**src/rtl/pe_cluster_scheduler_if.sv**
```systemverilog
// Handshake bundle between the cluster top controller, the scheduler
// and the per-PE controllers.
interface pe_cluster_scheduler_if #(
  parameter int NUM_PE = 12,
  parameter int PASS_W = 8
);
  logic              start;
  logic [PASS_W-1:0] num_pass;
  logic              abort;
  logic              glb_load_done;
  logic [NUM_PE-1:0] pe_cal_fin;
  logic              psum_ready;
  logic [NUM_PE-1:0] pe_do_load_en;
  logic [NUM_PE-1:0] pe_write_fin;
  logic [NUM_PE-1:0] pe_psum_enq_en;
  logic              busy;
  logic              done;
  logic [PASS_W-1:0] pass_idx;

  modport master (
    output start, num_pass, abort,
    output glb_load_done, pe_cal_fin, psum_ready,
    input  pe_do_load_en, pe_write_fin,
    input  pe_psum_enq_en, busy, done, pass_idx
  );

  modport slave (
    input  start, num_pass, abort,
    input  glb_load_done, pe_cal_fin, psum_ready,
    output pe_do_load_en, pe_write_fin,
    output pe_psum_enq_en, busy, done, pass_idx
  );
endinterface

```
**src/rtl/pe_cluster_scheduler.sv**
```systemverilog
// Runs one PE cluster through load / compute / psum-drain passes
// and pulses done when the whole multi-pass job is finished.
module pe_cluster_scheduler #(
  parameter int NUM_PE = 12,
  parameter int PASS_W = 8
) (
  input logic                    clock,
  input logic                    reset,
  pe_cluster_scheduler_if.slave  bus
);
  localparam int PTR_W = $clog2(NUM_PE);
  localparam logic [PTR_W-1:0] PTR_LAST = PTR_W'(NUM_PE - 1);

  localparam logic [2:0] S_IDLE      = 3'd0;
  localparam logic [2:0] S_LOAD_REQ  = 3'd1;
  localparam logic [2:0] S_LOAD_WAIT = 3'd2;
  localparam logic [2:0] S_CAL       = 3'd3;
  localparam logic [2:0] S_DRAIN     = 3'd4;
  localparam logic [2:0] S_DONE      = 3'd5;

  logic [2:0]        state_q, state_d;
  logic [NUM_PE-1:0] fin_mask_q, fin_mask_d;
  logic [PTR_W-1:0]  ptr_q, ptr_d;
  logic [PASS_W-1:0] pass_idx_q, pass_idx_d;
  logic [PASS_W-1:0] num_pass_q, num_pass_d;
  logic [NUM_PE-1:0] fin_all;

  always_comb begin
    state_d    = state_q;
    fin_mask_d = fin_mask_q;
    ptr_d      = ptr_q;
    pass_idx_d = pass_idx_q;
    num_pass_d = num_pass_q;
    fin_all    = fin_mask_q | bus.pe_cal_fin;
    if (bus.abort) begin
      state_d    = S_IDLE;
      fin_mask_d = '0;
      ptr_d      = '0;
      pass_idx_d = '0;
    end else begin
      case (state_q)
        S_IDLE: begin
          if (bus.start) begin
            if (bus.num_pass != '0) begin
              num_pass_d = bus.num_pass;
              pass_idx_d = '0;
              state_d    = S_LOAD_REQ;
            end else begin
              state_d = S_DONE;
            end
          end
        end
        S_LOAD_REQ: state_d = S_LOAD_WAIT;
        S_LOAD_WAIT: begin
          if (bus.glb_load_done) begin
            fin_mask_d = '0;
            state_d    = S_CAL;
          end
        end
        S_CAL: begin
          fin_mask_d = fin_all;
          if (&fin_all) begin
            ptr_d   = '0;
            state_d = S_DRAIN;
          end
        end
        S_DRAIN: begin
          if (bus.psum_ready) begin
            if (ptr_q == PTR_LAST) begin
              ptr_d = '0;
              if (pass_idx_q == num_pass_q - PASS_W'(1)) begin
                state_d = S_DONE;
              end else begin
                pass_idx_d = pass_idx_q + PASS_W'(1);
                state_d    = S_LOAD_REQ;
              end
            end else begin
              ptr_d = ptr_q + PTR_W'(1);
            end
          end
        end
        S_DONE:  state_d = S_IDLE;
        default: state_d = S_IDLE;
      endcase
    end
  end

  always_ff @(posedge clock) begin
    if (reset) begin
      state_q    <= S_IDLE;
      fin_mask_q <= '0;
      ptr_q      <= '0;
      pass_idx_q <= '0;
      num_pass_q <= '0;
    end else begin
      state_q    <= state_d;
      fin_mask_q <= fin_mask_d;
      ptr_q      <= ptr_d;
      pass_idx_q <= pass_idx_d;
      num_pass_q <= num_pass_d;
    end
  end

  // Abort masks every strobe in its own cycle.
  logic act;
  assign act = ~bus.abort;

  assign bus.pe_do_load_en =
    {NUM_PE{act && state_q == S_LOAD_REQ}};
  assign bus.pe_write_fin =
    {NUM_PE{act && state_q == S_LOAD_WAIT && bus.glb_load_done}};
  assign bus.pe_psum_enq_en =
    (act && state_q == S_DRAIN && bus.psum_ready)
      ? (NUM_PE'(1) << ptr_q) : '0;
  assign bus.busy     = state_q != S_IDLE;
  assign bus.done     = act && state_q == S_DONE;
  assign bus.pass_idx = pass_idx_q;
endmodule
```
**src/flat_wrapper.sv**
```systemverilog
// flat-port wrapper written by rule: the top's interface ports become plain ports
module pe_cluster_scheduler_flat 
#(
  parameter int NUM_PE = 12,
  parameter int PASS_W = 8
)
  (clock, reset, bus_start, bus_num_pass, bus_abort, bus_glb_load_done, bus_pe_cal_fin, bus_psum_ready, bus_pe_do_load_en, bus_pe_write_fin, bus_pe_psum_enq_en, bus_busy, bus_done, bus_pass_idx);
  pe_cluster_scheduler_if #(.NUM_PE(NUM_PE), .PASS_W(PASS_W)) bus_i ();
  input logic clock;
  input logic reset;
  input wire logic [$bits(bus_i.start)-1:0] bus_start;
  input wire logic [$bits(bus_i.num_pass)-1:0] bus_num_pass;
  input wire logic [$bits(bus_i.abort)-1:0] bus_abort;
  input wire logic [$bits(bus_i.glb_load_done)-1:0] bus_glb_load_done;
  input wire logic [$bits(bus_i.pe_cal_fin)-1:0] bus_pe_cal_fin;
  input wire logic [$bits(bus_i.psum_ready)-1:0] bus_psum_ready;
  output wire logic [$bits(bus_i.pe_do_load_en)-1:0] bus_pe_do_load_en;
  output wire logic [$bits(bus_i.pe_write_fin)-1:0] bus_pe_write_fin;
  output wire logic [$bits(bus_i.pe_psum_enq_en)-1:0] bus_pe_psum_enq_en;
  output wire logic [$bits(bus_i.busy)-1:0] bus_busy;
  output wire logic [$bits(bus_i.done)-1:0] bus_done;
  output wire logic [$bits(bus_i.pass_idx)-1:0] bus_pass_idx;
  assign bus_i.start = bus_start;
  assign bus_i.num_pass = bus_num_pass;
  assign bus_i.abort = bus_abort;
  assign bus_i.glb_load_done = bus_glb_load_done;
  assign bus_i.pe_cal_fin = bus_pe_cal_fin;
  assign bus_i.psum_ready = bus_psum_ready;
  assign bus_pe_do_load_en = bus_i.pe_do_load_en;
  assign bus_pe_write_fin = bus_i.pe_write_fin;
  assign bus_pe_psum_enq_en = bus_i.pe_psum_enq_en;
  assign bus_busy = bus_i.busy;
  assign bus_done = bus_i.done;
  assign bus_pass_idx = bus_i.pass_idx;
  pe_cluster_scheduler #(.NUM_PE(NUM_PE), .PASS_W(PASS_W)) u_core (.clock(clock), .reset(reset), .bus(bus_i));
endmodule
```
**config.mk**
```make
export PLATFORM = sky130hd
export DESIGN_NAME = pe_cluster_scheduler_flat
export DESIGN_NICKNAME = d
export VERILOG_FILES = /design/src/rtl/pe_cluster_scheduler_if.sv /design/src/rtl/pe_cluster_scheduler.sv /design/src/flat_wrapper.sv
export SDC_FILE = /design/constraint.sdc
export NUM_CORES = 1
export LEC_CHECK = 0
export CORE_MARGIN = 8
export CORE_UTILIZATION = 50
export CTS_CLUSTER_SIZE = 30
export DETAILED_ROUTE_END_ITERATION = 8
export PLACE_DENSITY_LB_ADDON = 0.15
export SLEW_MARGIN = 10
export SYNTH_ARGS = -nofsm -noshare
export SYNTH_HDL_FRONTEND = slang
export SYNTH_SLANG_ARGS = --single-unit
```
**constraint.sdc**
```tcl
create_clock -name clock -period 5.4 [get_ports clock]
set_input_delay 0.54 -clock clock [delete_from_list [all_inputs] [get_ports clock]]
set_output_delay 0.54 -clock clock [all_outputs]
set_load 0.005 [all_outputs]
```
* Yosys cells after proc, flatten, opt, wreduce, memory -nomap -nowiden
Cells that the tools add are included.
** Operators by class
- $add $sub $neg :: 3
- Equal/unequal tests :: 14
- Shift operators :: 1
- Multiplexer cells :: 21
- Bitwise logic cells :: 2
- Reduce and logical (&&, ||, !) cells :: 19
** Operator list (count)
- 8-bit two-way mux :: 5
- 12-bit two-way mux :: 2
- 12-bit case mux with 2 select lines :: 1
- 3-bit two-way mux :: 7
- 8-bit case mux with 2 select lines :: 1
- 3-bit case mux with 5 select lines :: 1
- 4-bit two-way mux :: 3
- 12-bit bitwise OR :: 1
- 12-bit AND reduction :: 1
- 1-bit by 4-bit left shift with 12-bit output (first input constant) :: 1
- 8-bit by 1-bit adder with 8-bit output (second input constant) :: 1
- 8-bit == test :: 1
- 2-bit != test (second input constant) :: 4
- 4-bit case mux with 2 select lines :: 1
- 8-bit nonzero test :: 1
- 8-bit by 1-bit subtractor with 8-bit output (second input constant) :: 1
- 3-bit by 2-bit == test with 1-bit output (second input constant) :: 2
- 3-bit == test (second input constant) :: 2
- 1-bit logical AND :: 6
- 2-bit by 1-bit != test with 1-bit output (second input constant) :: 3
- 6-bit AND reduction :: 1
- 2-bit nonzero test :: 3
- 5-bit AND reduction :: 1
- 4-bit by 1-bit adder with 4-bit output (second input constant) :: 1
- other kinds (9) :: 9
** Storage, ports and cells
- Flip-flop bits (word level) :: 35
- Input port bits :: 26
- Output and inout bits :: 46
- Word-level logic and storage cells :: 65

* Depth between registers and ports, before layout
- Depth after elaboration :: 6
- Mapped depth :: 9
- Depth with buffers taken out :: 8

* Worst setup path before layout
Ideal clock, no wire load.
- Path kind :: input to output
- Start :: input bus_abort
- End :: output bus_pe_do_load_en[10]
- Arrival :: 2112 ps
- Required time :: 4860 ps
- Setup slack :: 2748 ps
- Cell stages on the path :: 3
- Path buffers :: 2
- Path through :: clkbuf_1 -> nor4b_1 -> buf_4
** Between the ends
- Word-level cells in the longest chain between the ends :: 2
** Ends and longest elaborated chain
- start: declaration :: line flat_wrapper.sv:13 : input wire logic [$bits(bus_i.abort)-1:0] bus_abort;
- 1-bit NOT (no line)
- 1-bit logical AND :: line pe_cluster_scheduler.sv:109 : {NUM_PE{act && state_q == S_LOAD_REQ}};
- end: declaration :: line flat_wrapper.sv:17 : output wire logic [$bits(bus_i.pe_do_load_en)-1:0] bus_pe_do_load_en;
Every way passes these cells.

* Worst setup path after layout
- Start :: register u_core.state_q[1]
- End :: output bus_pe_write_fin[8]
** Between the ends
- Word-level cells in the longest chain between the ends :: 3
** Ends and longest elaborated chain
- start: declaration :: line pe_cluster_scheduler.sv:21 : logic [2:0] state_q, state_d;
- start signal: assignment :: line pe_cluster_scheduler.sv:96 : state_q <= state_d;
- 3-bit by 2-bit == test with 1-bit output :: line pe_cluster_scheduler.sv:111 : {NUM_PE{act && state_q == S_LOAD_WAIT && bus.glb_load_done}};
- 1-bit logical AND (2 in series) :: line pe_cluster_scheduler.sv:111
- end: declaration :: line flat_wrapper.sv:18 : output wire logic [$bits(bus_i.pe_write_fin)-1:0] bus_pe_write_fin;
Every way passes these cells.

==> reports/results.txt <==
Result of the run: finished clean
Overall power after layout: 526.6 uW
Antenna violations before repair: 0
Area enclosed by the die boundary: 7017 um^2
Global-route usage over all layers: 0.1565
Count of standard-cell rows: 24
Clock buffers created by TritonCTS: 5
Total inserted antenna cells: 0
Final weighted congestion in routability-driven placement: 0.7864
DRC viols: 0
Vias in the first global route: 2067
Most frequent cells in the layout: clkdlybuf4s50_1 (71), nor2_1 (40), dfxtp_1 (35)
Overflow left after global routing: 0
Achievable frequency: 310.0 MHz
EDFF count, synth: 0
Min Tclk post-route: 3.226 ns
Most common library cell in the layout ignoring fill and taps: clkdlybuf4s50_1
Top post-synthesis cells by area: dfxtp_1 (31%), buf_4 (7.2%), nor2_1 (6.5%)
Distinct cells, synth: 54
Number of hold buffers added after cts: 0
Utilization after layout: 0.6690
WL per Instance: 14.56 um
Pin count of the biggest net entering global routing: 22
Share of flip-flops with an asynchronous set or reset: 0
Detailed placement HPWL: 4.357 mm
Average footprint of a synthesized cell: 8.229 um^2
Overall routed net length: 5.459 mm
Core region area: 4384 um^2
Total of cells resized after clock tree synthesis: 0
Predominant post-synthesis flop cell: dfxtp_1
Launching point of the worst reg2reg path: u_core.state_q[2]
Critical Path Start Type: register
Layout cells sized above 1: 0.04954
Cell area after synthesis: 2296 um^2
Setup_tns: 0 ns
Count of endpoints failing setup in the final report: 0
Final hold slack: 0.5137 ns
TritonCTS clock tree: done
Post-synth top area cell: dfxtp_1
Buffer depth of the longest clock path: 2
Cell area after layout: 2933 um^2
RSZ-0062 raised after global routing: false
Worst Clk Skew: 0.006728 ns
Remaining antenna violation count after routing: 0
Yosys reg bits: 35
Data arrival at the endpoint of the critical path: 2.69 ns
Launching instance or port of the critical path: u_core.state_q[1]
MaxCap Viol Count: 0
I/O pins: 72
Placed Instance Area: 2848 um^2
Chip Height: 83.77 um
DR pass1 iterations: 5
Number of port buffers: 71
Syn nets: 313
Path type of the worst setup path: register to output pin
Area growth syn-to-layout: 27.74%
Hold Vio Cnt, Final: 0
Clock insertion delay at the later pin of the skew report: 0.28 ns
Part of the Yosys area used for sequential elements: 0.3052
Worst Setup End Kind: output pin
CTS Root Buffer Type: clkbuf_8
Fraction of synthesized cell area taken by the top area cell type: 0.3052
Path type of the worst min-delay path: register to register
Required arrival time at the worst endpoint: 4.86 ns
Maximum level of the CTS H-tree: 2
Nets@finish: 356
Number of buffers added for setup after CTS: 0
Static leakage: 0.001070 uW
Hold path startpoint: u_core.fin_mask_q[4]
Critical Path Fanout Max: 13
Power density over the cells: 179.6 nW/um^2
Number of vias per cell: 5.533
Die Width: 83.77 um
Total number of vias: 2075
Cell count after synthesis: 279
Highest ir drop seen on vdd: 0.09970 mV
CTS clock-pin slew for the worst setup and hold paths: 0.07 ns
Number of max-slew violations in the final report: 0
Drt first-iter violations: 72
Initial standard-cell utilization of the core: 0.5237
Post-route fraction of the period consumed by the critical path: 0.5974
Max-slew headroom at the worst pin: 0.4116
Count of clock tree sinks: 35
Actual transition at the worst max-transition pin: 0.8802 ns
Global-route wire length before repair: 9.494 mm
YS warnings: 0
routing by layer:
| layer | wire, um | global-route usage | vias up |
|---|---|---|---|
| li1 | - | - | 1054 |
| met1 | 2315 | 0.1703 | 974 |
| met2 | 2892 | 0.2842 | 41 |
| met3 | 197 | 0.04297 | 6 |
| met4 | 53 | 0.04710 | 0 |
| met5 | 0 | 0 | - |
cell type report:
cell class                 instances  area [um^2]
tap                               52        65.06
sequential                        35        700.7
clock inverter                     2        12.51
multi-input combinational        198         1330
clock buffer                       6        72.57
inverter                          11        41.29
fill                             387         1451
timing repair buffer              71        710.7
synthesized netlist by cell type, drive strengths merged (2+ instances only):
cell type,instances
nand4,8
nor3,5
dfxtp,35
o21ai,6
nand3b,2
nand2,15
nor2b,2
and3,7
a22oi,12
o211ai,3
nor4,5
and2,12
ha,8
and3b,2
inv,11
xor2,6
mux2i,12
clkbuf,9
buf,26
nand3,7
nor2,40
a21oi,7
a211o,3
nor3b,2
a31o,3
a31oi,2
xnor2,3
o22ai,6
nand2b,3
nor4b,3
flip-flops by register name, indices dropped and copies added (netlist names):
signal	count
u_core.fin_mask_q	12
u_core.bus.pass_idx	8
u_core.num_pass_q	8
u_core.ptr_q	4
u_core.state_q	3
cells by family (layout without fill, tap and decap cells):
group                    count (synthesis)  after routing  share of synthesized area
AO/OA/AOI/OAI                           50             50                     0.1613
XOR/XNOR                                 9              9                    0.03433
adder cells (fa/ha/maj)                  8              8                    0.04360
buffers and inverters                   46             90                     0.1183
flip-flops                              35             35                     0.3052
multiplexers                            12             12                    0.05232
AND/OR/NAND/NOR                        119            119                     0.2850
worst max-delay path: stages, from the launching register on:
cell and delay (ns):
dfxtp_1 0.60, and2b_1 0.20, nand3b_1 0.36, nor2_1 0.61, clkdlybuf4s50_1 0.64
stage by stage:
step                      setup slack, ns  instances
after floorplan                     2.748        279
after global placement              2.274        367
after detailed placement            2.182        367
after CTS                           2.163        375
after global routing                1.957        375
final                               2.174        375
power breakdown:
part / switching, uW / internal (uW)
logic: 37.8 / 42.0
registers: 6.04 / 262
clock network: 89.0 / 90.0
total: 133 / 394
worst paths after layout:
check             depth (start not counted)  slack (ns)                     end
hold reg to reg                           2        0.51    u_core.fin_mask_q[4]
hold / removal                            2        0.51    u_core.fin_mask_q[4]
setup reg to reg                          6        3.21  u_core.bus.pass_idx[5]
setup / recovery                          4        2.17     bus_pe_write_fin[8]
(Power assumes the default switching activity.)
